**config.mk**
```make
export PLATFORM = sky130hd
export DESIGN_NAME = decode_issue
export DESIGN_NICKNAME = d
export VERILOG_FILES = /design/src/rtl/decode_issue.sv
export SDC_FILE = /design/constraint.sdc
export NUM_CORES = 2
export LEC_CHECK = 0
export CORE_UTILIZATION = 38
export DETAILED_ROUTE_END_ITERATION = 8
export PLACE_DENSITY = 0.59
export SLEW_MARGIN = 20
export SYNTH_ARGS = -nofsm -noshare
export SYNTH_HDL_FRONTEND = slang
export SYNTH_SLANG_ARGS = --single-unit
```
**constraint.sdc**
```tcl
create_clock -name clk -period 2.75 [get_ports clk]
set_input_delay 0.55 -clock clk [delete_from_list [all_inputs] [get_ports clk]]
set_output_delay 0.55 -clock clk [all_outputs]
set_load 0.1 [all_outputs]
```
**src/rtl/decode_issue.sv**
```systemverilog
// decode_issue: RV32 decode/issue stage for a small ALU subset (add/sub/and/or
// and their immediate forms). It has a 32x32 register file with write-back
// bypass and a single registered issue bundle with a valid/ready handshake.
//
// Ports
//   clk, rst_n                 clock, asynchronous active-low reset
//   instr_valid/instr_ready    upstream handshake (instr_ready is combinational)
//   instr                      RV32 instruction word
//   wb_en, wb_rd, wb_data      register write-back port (x0 writes ignored)
//   issue_valid/issue_ready    downstream handshake towards the ALU
//   operand_a, operand_b       ALU operands (operand_b = rs2 or I-immediate)
//   function_3, function_7     ALU function code and modifier
//   issue_rd, issue_rd_we      destination index and write enable
//   illegal                    one-cycle pulse for an accepted undecodable word
module decode_issue (
    input  logic        clk,
    input  logic        rst_n,
    input  logic        instr_valid,
    output logic        instr_ready,
    input  logic [31:0] instr,
    input  logic        wb_en,
    input  logic [4:0]  wb_rd,
    input  logic [31:0] wb_data,
    output logic        issue_valid,
    input  logic        issue_ready,
    output logic [31:0] operand_a,
    output logic [31:0] operand_b,
    output logic [2:0]  function_3,
    output logic [6:0]  function_7,
    output logic [4:0]  issue_rd,
    output logic        issue_rd_we,
    output logic        illegal
);

    localparam int unsigned XLEN   = 32;
    localparam int unsigned REG_AW = 5;
    localparam int unsigned NREGS  = 32;

    localparam logic [6:0] OP_R    = 7'b0110011;
    localparam logic [6:0] OP_I    = 7'b0010011;
    localparam logic [6:0] F7_BASE = 7'b0000000;
    localparam logic [6:0] F7_ALT  = 7'b0100000;
    localparam logic [2:0] F3_ADD  = 3'b000;
    localparam logic [2:0] F3_AND  = 3'b111;
    localparam logic [2:0] F3_OR   = 3'b110;

    // Instruction fields
    logic [6:0]        opcode;
    logic [REG_AW-1:0] rd;
    logic [2:0]        f3;
    logic [REG_AW-1:0] rs1;
    logic [REG_AW-1:0] rs2;
    logic [6:0]        f7;

    assign opcode = instr[6:0];
    assign rd     = instr[11:7];
    assign f3     = instr[14:12];
    assign rs1    = instr[19:15];
    assign rs2    = instr[24:20];
    assign f7     = instr[31:25];

    // Register file; entry 0 is never written and therefore stays zero
    logic [XLEN-1:0] regs [NREGS];

    logic            wb_write;
    assign wb_write = wb_en && (wb_rd != '0);

    always_ff @(posedge clk or negedge rst_n) begin
        if (!rst_n) begin
            for (int i = 0; i < NREGS; i++) begin
                regs[i] <= '0;
            end
        end else if (wb_write) begin
            regs[wb_rd] <= wb_data;
        end
    end

    // Decode legality and operand selection for the word at the input
    logic            is_r;
    logic            is_i;
    logic            legal;
    logic [XLEN-1:0] rs1_val;
    logic [XLEN-1:0] rs2_val;
    logic [XLEN-1:0] imm_i;
    logic [XLEN-1:0] op_b_nxt;
    logic [6:0]      f7_nxt;

    always_comb begin
        is_r  = 1'b0;
        is_i  = 1'b0;
        legal = 1'b0;
        unique case (opcode)
            OP_R: begin
                is_r  = 1'b1;
                legal = ((f3 == F3_ADD) && ((f7 == F7_BASE) || (f7 == F7_ALT))) ||
                        (((f3 == F3_AND) || (f3 == F3_OR)) && (f7 == F7_BASE));
            end
            OP_I: begin
                is_i  = 1'b1;
                legal = (f3 == F3_ADD) || (f3 == F3_AND) || (f3 == F3_OR);
            end
            default: begin
                legal = 1'b0;
            end
        endcase
    end

    // A write-back landing in the same cycle is forwarded, since the array
    // only sees it on the next edge
    always_comb begin
        rs1_val = '0;
        rs2_val = '0;
        if (rs1 != '0) begin
            rs1_val = (wb_write && (wb_rd == rs1)) ? wb_data : regs[rs1];
        end
        if (rs2 != '0) begin
            rs2_val = (wb_write && (wb_rd == rs2)) ? wb_data : regs[rs2];
        end
    end

    assign imm_i    = {{(XLEN - 12){instr[31]}}, instr[31:20]};
    assign op_b_nxt = is_i ? imm_i : rs2_val;
    assign f7_nxt   = is_r ? f7 : F7_BASE;

    // Single output register: accept when empty or being drained this cycle
    logic accept;
    assign instr_ready = !issue_valid || issue_ready;
    assign accept      = instr_valid && instr_ready;

    // Issue bundle register; fields only change on a legal accept
    always_ff @(posedge clk or negedge rst_n) begin
        if (!rst_n) begin
            issue_valid <= 1'b0;
            illegal     <= 1'b0;
            operand_a   <= '0;
            operand_b   <= '0;
            function_3  <= '0;
            function_7  <= '0;
            issue_rd    <= '0;
            issue_rd_we <= 1'b0;
        end else begin
            illegal <= accept && !legal;
            if (accept) begin
                issue_valid <= legal;
                if (legal) begin
                    operand_a   <= rs1_val;
                    operand_b   <= op_b_nxt;
                    function_3  <= f3;
                    function_7  <= f7_nxt;
                    issue_rd    <= rd;
                    issue_rd_we <= (rd != '0);
                end
            end else if (issue_ready) begin
                issue_valid <= 1'b0;
            end
        end
    end

endmodule

```
==> flow_summary.toml <==
[run_status]
outcome = "finished, final reports clean"

[clocking]
insertion_delay_ns = 0.75
cts_tree = "yes"
cts_root_buf = "clkbuf_16"
postCtsHoldBufs = 1
cts_buffers = 117
clk_path_buf_depth = 3
cts_resized = 0
cts.sinks = 1106
htreeDepth = 3
clk_pin_slew_ns = 0.06
post-cts-setup-buffers = 0

[die]
core_um2 = 150000
num_io_pins = 157
die-height_um = 392
die_area_um2 = 154000
initial_core_util = 0.384
row_count = 142
die_x_um = 392

[route]
vias = 36800
avgRoutedWirePerCell_um = 31.0
remaining_drc_errors = 0
totalWireLength_um = 189000
drt_iter0_markers = 3284
ant_nets = 0
vias_per_cell = 6.04
dr.pass1.iters = 5

[power_and_ir_drop]
vdd_drop_max_v = 0.000530
seqPwrFrac = 0.446
pwr-share-clk = 0.346
swShare = 0.270
power_density_nw_per_um2 = 691
power_mw = 47.7
comb_power_share = 0.208
cellLeakagePower_nw = 30.1
internal-power_mw = 34.8
switchingPower_mw = 12.9

[placement]
gp_congestion = 0.813
post-place-ws_ns = -0.408
place_area_um2 = 65000
placed_cells = 5887
io_buffers = 156
place_hpwl_um = 122000

[cells_and_area]
syn_to_final_growth_pct = 19.4
utilization = 0.459
layout_commonest_cell = "dfrtp_1"
fillerInstances = 13200
finalNetCount = 4065
fin_cells = 6099
drive_gt1_frac = 0.563
mostFrequentLayoutCells = "1105 x dfrtp_1, 1008 x mux2_2, 570 x mux4_2"
post-route-cell-area_um2 = 69000

[yosys]
syn_area_per_cell_um2 = 15.4
syn-num-nets = 3823
syn_inst = 3749
syn_area_um2 = 57800
synthFlopType = "dfrtp_1"
synth_edf_count = 0
yosys_register_bits = 1106
async_flop_share = 1.00
yosysWarnings = 0
synth_cell_type_count = 41
seq_area_frac_synth = 0.479

[timing]
skew_ns = 0.0250
max_freq_mhz = 405
fin_ws_ns = 0.283
post-route-min-period_ns = 2.47
hold_viol_final = 0
fin_setup_tns_ns = 0
slew_headroom = 0.311
setup_violations = 0
rsz0062_at_grt = "no"
maxSlewViolCount = 0
hold_ws_ns = 0.281
post-route-period-util = 0.897
worstMarginPinSlew_ns = 1.03

[worst_setup_path]
arrival_ns = 3.10
crit_path_end_kind = "flip-flop"
rr_endpoint = "operand_a[5]"
worstPathRequired_ns = 3.39
path_class = "in2reg"
r2r_cells = 6
start_kind = "primary input"
crit_fanout = 9
r2r_slack_ns = 0.53
rr_startpoint = "regs[5]"

[global_routing]
grt_max_degree = 91
antenna_found_initial = 7
grt_use_total = 0.249
grt_pass1_vias = 37700
grt_pass1_wl_um = 275000
gr-total-overflow = 0

[hold_path]
hold_class = "in2async"

[run]
cap_violations = 0
-- cell families (layout without fill, tap and decap cells) --
family | after synthesis | in the layout | synth area share
xor gates and xnor gates | 10 | 10 | 0.00152
DFF | 1106 | 1106 | 0.479
AOI/OAI and AO/OA | 220 | 220 | 0.0246
muxes | 1707 | 1707 | 0.441
buffers and inverters | 423 | 756 | 0.0310
and+or+nand+nor | 283 | 283 | 0.0229
other | 0 | 1 | 0
-- worst max-delay path by stage --
| stage | startpoint | end | cells past startpoint |
|---|---|---|---|
| finish | instr[5] | operand_b[9] | 10 |
| global route | instr[5] | operand_b[9] | 10 |
| CTS | instr[5] | operand_b[9] | 10 |
| detailed placement | instr[5] | operand_b[0] | 9 |
| global placement | wb_rd[3] | regs[661] | 5 |
| floorplan | issue_valid | operand_b[14] | 8 |
-- Yosys cell counts (all sizes together), types with 6 or more instances --
library cell | number | area, µm²
dfrtp | 1106 | 27700
mux2 | 1008 | 11400
mux4 | 570 | 12800
clkbuf | 249 | 935
buf | 174 | 860
mux2i | 129 | 1290
nand2 | 113 | 424
nor2 | 61 | 229
o21ai | 43 | 215
o31ai | 41 | 308
a21oi | 39 | 195
a22oi | 36 | 270
o22ai | 32 | 200
nor3 | 23 | 115
nor2b | 19 | 119
nand3b | 12 | 90.1
nand4 | 12 | 75.1
o221ai | 12 | 105
and3 | 11 | 68.8
a211oi | 8 | 60.1
nand2b | 7 | 43.8
nand3 | 7 | 35.0
or2 | 7 | 43.8
xor2 | 6 | 52.6
-- worst max-delay path, stage by stage --
cell             delay, ns
clkdlybuf4s50_1       0.46
buf_4                 0.18
nand2_1               0.20
a31oi_1               0.23
buf_4                 0.20
a2111oi_2             0.68
buf_4                 0.30
and3_1                0.17
a21oi_1               0.05
o31ai_1               0.07
-- registers in the layout, indices dropped and copies added (netlist names) --
name and count:
function_3 3, function_7 7, illegal 1, issue_rd 5
issue_rd_we 1, issue_valid 1, operand_a 32, operand_b 32
regs 1024
-- layer usage --
metal | global-route usage | up-vias | share of wire
met4 | 0.0867 | 2 | 0.033
met1 | 0.344 | 20200 | 0.42
met5 | 0 | - | 0.000069
met2 | 0.390 | 1338 | 0.47
met3 | 0.0507 | 317 | 0.073
li1 | - | 15000 | -
-- power groups by stage --
stage	logic, mW	clock network [mW]	registers, mW
after global routing	10.6	17.4	21.6
after detailed placement	9.94	0	21.5
final	9.92	16.5	21.3
after floorplan	7.06	0	21.0
after CTS	9.98	16.8	21.2
after global placement	9.78	0	21.3
-- area by class of cell --
cell class              count  area [µm²]  area share
clock buffers             167        3480      0.0504
clock inverters            43         492     0.00713
multi-input cells        2220       28600       0.415
diodes                      1        2.50   0.0000363
flip-flops and latches   1106       27700       0.401
repair buffers            546        6220      0.0902
well taps                2016        2520      0.0366
Power figures use the tool's default switching activity.
